$ cat src/rtl/cdc_hs_rx.sv
// Destination side of a toggle req/ack CDC handshake: captures a held data bus on a
// request toggle, offers it on valid/ready, and returns an ack toggle. Optional error
// tracking is enabled by defining CDC_HS_RX_ERR_EN.
module cdc_hs_rx #(
    parameter int DATA_W    = 8,
    parameter int ERR_CNT_W = 4
) (
    input  logic                 clk,
    input  logic                 rst_n,
    input  logic                 req_sync,
    input  logic [DATA_W-1:0]    data_in,
    output logic                 ack_tgl,
    output logic                 out_valid,
    input  logic                 out_ready,
    output logic [DATA_W-1:0]    out_data,
    output logic                 err,
    output logic [ERR_CNT_W-1:0] err_cnt,
    output logic                 dbg_state
);

    // Handshake: a word transfers on any edge where out_valid && out_ready are both high;
    // out_valid stays high and out_data stays constant until that edge.
    typedef enum logic {
        ST_IDLE  = 1'b0,
        ST_VALID = 1'b1
    } state_t;

    state_t              state_q, state_d;
    logic                req_q;
    logic                ack_q, ack_d;
    logic [DATA_W-1:0]   data_q, data_d;
    logic                req_evt;

    assign req_evt = req_sync ^ req_q;

    always_ff @(posedge clk or negedge rst_n) begin
        if (!rst_n) begin
            state_q <= ST_IDLE;
            req_q   <= 1'b0;
            ack_q   <= 1'b0;
            data_q  <= '0;
        end else begin
            state_q <= state_d;
            req_q   <= req_sync;
            ack_q   <= ack_d;
            data_q  <= data_d;
        end
    end

    always_comb begin
        state_d = state_q;
        ack_d   = ack_q;
        data_d  = data_q;
        case (state_q)
            ST_IDLE: begin
                if (req_evt) begin
                    data_d  = data_in;
                    state_d = ST_VALID;
                end
            end
            ST_VALID: begin
                // A request event here is a source violation and is simply ignored.
                if (out_ready) begin
                    ack_d   = ~ack_q;
                    state_d = ST_IDLE;
                end
            end
            default: state_d = ST_IDLE;
        endcase
    end

    assign ack_tgl   = ack_q;
    assign out_valid = (state_q == ST_VALID);
    assign out_data  = data_q;
    assign dbg_state = (state_q == ST_VALID);

`ifdef CDC_HS_RX_ERR_EN
    logic                 viol;
    logic                 err_q, err_d;
    logic [ERR_CNT_W-1:0] cnt_q, cnt_d;

    assign viol = req_evt && (state_q == ST_VALID);

    always_ff @(posedge clk or negedge rst_n) begin
        if (!rst_n) begin
            err_q <= 1'b0;
            cnt_q <= '0;
        end else begin
            err_q <= err_d;
            cnt_q <= cnt_d;
        end
    end

    always_comb begin
        err_d = err_q;
        cnt_d = cnt_q;
        if (viol) begin
            err_d = 1'b1;
            if (cnt_q != {ERR_CNT_W{1'b1}}) begin
                cnt_d = cnt_q + 1'b1;
            end
        end
    end

    assign err     = err_q;
    assign err_cnt = cnt_q;
`else
    assign err     = 1'b0;
    assign err_cnt = '0;
`endif

endmodule

$ cat config.mk
export PLATFORM = sky130hd
export DESIGN_NAME = cdc_hs_rx
export DESIGN_NICKNAME = d
export VERILOG_FILES = /design/src/rtl/cdc_hs_rx.sv
export SDC_FILE = /design/constraint.sdc
export NUM_CORES = 1
export LEC_CHECK = 0
export CORE_UTILIZATION = 30
export CTS_CLUSTER_DIAMETER = 80
export DETAILED_ROUTE_END_ITERATION = 7
export PLACE_DENSITY = 0.73
export SYNTH_ARGS = -nofsm -noshare
export SYNTH_HDL_FRONTEND = slang
export SYNTH_SLANG_ARGS = --single-unit
$ cat constraint.sdc
create_clock -name clk -period 1.7 [get_ports clk]
set_input_delay 0.425 -clock clk [delete_from_list [all_inputs] [get_ports clk]]
set_output_delay 0.425 -clock clk [all_outputs]
set_load 0.02 [all_outputs]
==> results of run 1 <==
==> what timing repair did <==
item | in CTS | in global routing
endpoints found under the setup margin | 2 | 4
gates resized for setup | 2 | 2
hold buffers | 0 | 0
hold endpoints to repair | 0 | 0
==> final cells by class <==
type | instances | area (µm²)
clock buffer | 4 | 26.3
fill | 147 | 783
multi-input combinational | 18 | 189
sequential | 11 | 275
tap | 16 | 20.0
timing repair buffer | 24 | 248
==> through the flow <==
step / std cells / area [µm²]
2_1_floorplan: 36 / 522
3_3_place_gp: 69 / 724
3_5_place_dp: 69 / 724
4_1_cts: 73 / 748
5_1_grt: 73 / 758
6_report: 73 / 758
==> worst max-delay path by stage <==
stage / start / end / cells after the start
after global routing: out_data[2] / out_data[2] / 1
after detailed placement: req_sync / out_data[6] / 5
after global placement: req_sync / out_data[3] / 5
after CTS: ack_tgl / ack_tgl / 1
after floorplan: req_sync / out_data[0] / 4
final: out_data[6] / out_data[6] / 1
==> kinds of logic (layout without fill, tap and decap cells) <==
logic type | after synthesis | after routing | synth area share (%)
AO/OA/AOI/OAI | 1 | 1 | 1.48
XOR/XNOR | 2 | 2 | 3.46
buffers and inverters | 7 | 28 | 12.8
flip-flops | 11 | 11 | 54.3
multiplexers | 8 | 8 | 23.7
other | 1 | 5 | 0.740
AND/OR/NAND/NOR | 2 | 2 | 3.46
==> per-layer routing <==
metal	up-vias	share of wire [%]	GRT usage [%]	routed length (µm)
met1	145	37	11.4	329
met2	27	50	18.2	446
met3	0	13	8.51	119
met5	-	0	0	0
met4	0	0	3.64	0
li1	140	-	-	-
==> power breakdown <==
group          total [mW]  switching [mW]  internal, mW
sequential          0.408          0.0561         0.352
combinational       0.524           0.220         0.304
clock               0.175          0.0841        0.0909
total                1.11           0.360         0.747
==> cells in the mapped netlist <==
master | count | area (µm²)
dfrtp_1 | 11 | 275
xnor2_1 | 1 | 8.76
buf_12 | 1 | 20.0
conb_1 | 1 | 3.75
o21a_1 | 1 | 7.51
nand2_1 | 1 | 3.75
buf_4 | 6 | 45.0
nor2b_4 | 1 | 13.8
mux2_4 | 8 | 120
xor2_1 | 1 | 8.76
==> flip-flops by register name, indices dropped and copies added, names as in the netlist <==
register,count
ack_tgl,1
req_q,1
dbg_state,1
out_data,8
==> flow_summary.yaml, run 1 <==
clock_network:
  cts_setup_buffers: 0
  clock_sinks: 11
  cts_tree: "yes"
  clock_path_buffers: 2
  cts_made_buffers: 3
  htree_levels: 1
  cts_root_buffer: "clkbuf_4"
  path_clk_slew_ns: 0.07
  clock_latency_ns: 0.27
floorplanning:
  die_area_um2: 1860
  ios: 28
  fp-row-count: 14
  die_w_um: 43.1
  fp.dieH_um: 43.1
  initial_core_util_pct: 32.9
  coreArea_um2: 1540
setup_path:
  path_class: "flop to output port"
  cp_data_arrival_time_ns: 1.23
  r2r-end: "out_data[6]"
  reg2regPathDepth: 4
  cp_num_buf_inv: 1
  required_ns: 1.27
  rrSetupSlack_ns: 0.38
  start_kind: "flop"
  cp-end-kind: "output port"
  crit_fanout: 2
  path_delay_family: "buffers and inverters"
  rr_startpoint: "req_q"
  cp_cell_sequence: "clkdlybuf4s50_1"
  timing.critical_path.slowest_stage_cell: "clkdlybuf4s50_1"
  cpPeakStageDelay_ns: 0.61
placed_design:
  port_buffers: 22
  gp_congestion: 0.625
  hpwl_um: 678
  preCtsSetupSlack_ns: -0.196
global_routing:
  grt-ovfl-total: 0
  grt_antenna_before_repair: 0
  grt_max_degree: 12
  grt_pass1_wl_mm: 1.44
  track_usage_pct: 11.4
  grt_pass1_vias: 333
run_status:
  status: "finished clean"
drt:
  wire_per_inst_um: 12.3
  vias_per_cell: 4.27
  drtPass1Iterations: 2
  drt_iter0_markers: 3
  ant_nets: 0
  num_vias: 312
  drcViolationCount: 0
  drt-total-wl_um: 895
timing:
  skew_ns: 0.00137
  fin_tns_setup_ns: 0
  setup_ws_ns: 0.0447
  hold_violations: 0
  period_share_pct: 97.4
  timing.hold.ws_ns: 0.478
  slew_viol_final: 0
  post-route-min-period_ns: 1.66
  fmax_mhz: 604
  rsz0062_at_grt: "no"
  setup_viol: 0
power:
  pwr_density_cell_nw_per_um2: 1460
  power.total_mw: 1.11
  p_leak_nw: 0.349
  worst_ir_drop_vdd_mv: 0.842
finish:
  syn2layout_area_growth_pct: 49.6
  final_common_cell: "clkdlybuf4s50_1"
  antenna_cells: 0
  final_cell_mix: "19 x clkdlybuf4s50_1, 11 x dfrtp_1, 8 x mux2_4"
  nets: 70
  drive_gt1_share_pct: 26.3
  post-route-util_pct: 49.2
yosys:
  syn_area_um2: 507
  yosys_register_bits: 11
  ys_seq_area_share_pct: 54.3
  synthCells: 32
  yosys_warnings: 0
  ys_types: 10
  syn_avg_cell_area_um2: 15.8
worst_hold_path:
  worstHoldPathType: "input port to asynchronous set/reset pin"
run:
  drv_cap: 0
Power figures use the tool's default switching activity.
==> run 2: changes to the inputs <==
--- a/config.mk
+++ b/config.mk
@@ -8,6 +8,7 @@
 export CORE_UTILIZATION = 30
 export CTS_CLUSTER_DIAMETER = 80
 export DETAILED_ROUTE_END_ITERATION = 7
+export HOLD_SLACK_MARGIN = 0.05
 export PLACE_DENSITY = 0.73
 export SYNTH_ARGS = -nofsm -noshare
 export SYNTH_HDL_FRONTEND = slang
==> results of run 2 <==
Final layout, timing and power as in run 1 (identical DEF).
==> run 3: changes to the inputs <==
--- a/config.mk
+++ b/config.mk
@@ -8,7 +8,6 @@
 export CORE_UTILIZATION = 30
 export CTS_CLUSTER_DIAMETER = 80
 export DETAILED_ROUTE_END_ITERATION = 7
-export HOLD_SLACK_MARGIN = 0.05
 export PLACE_DENSITY = 0.73
 export SYNTH_ARGS = -nofsm -noshare
 export SYNTH_HDL_FRONTEND = slang
==> results of run 3 <==
Final layout, timing and power as in run 1 (identical DEF).
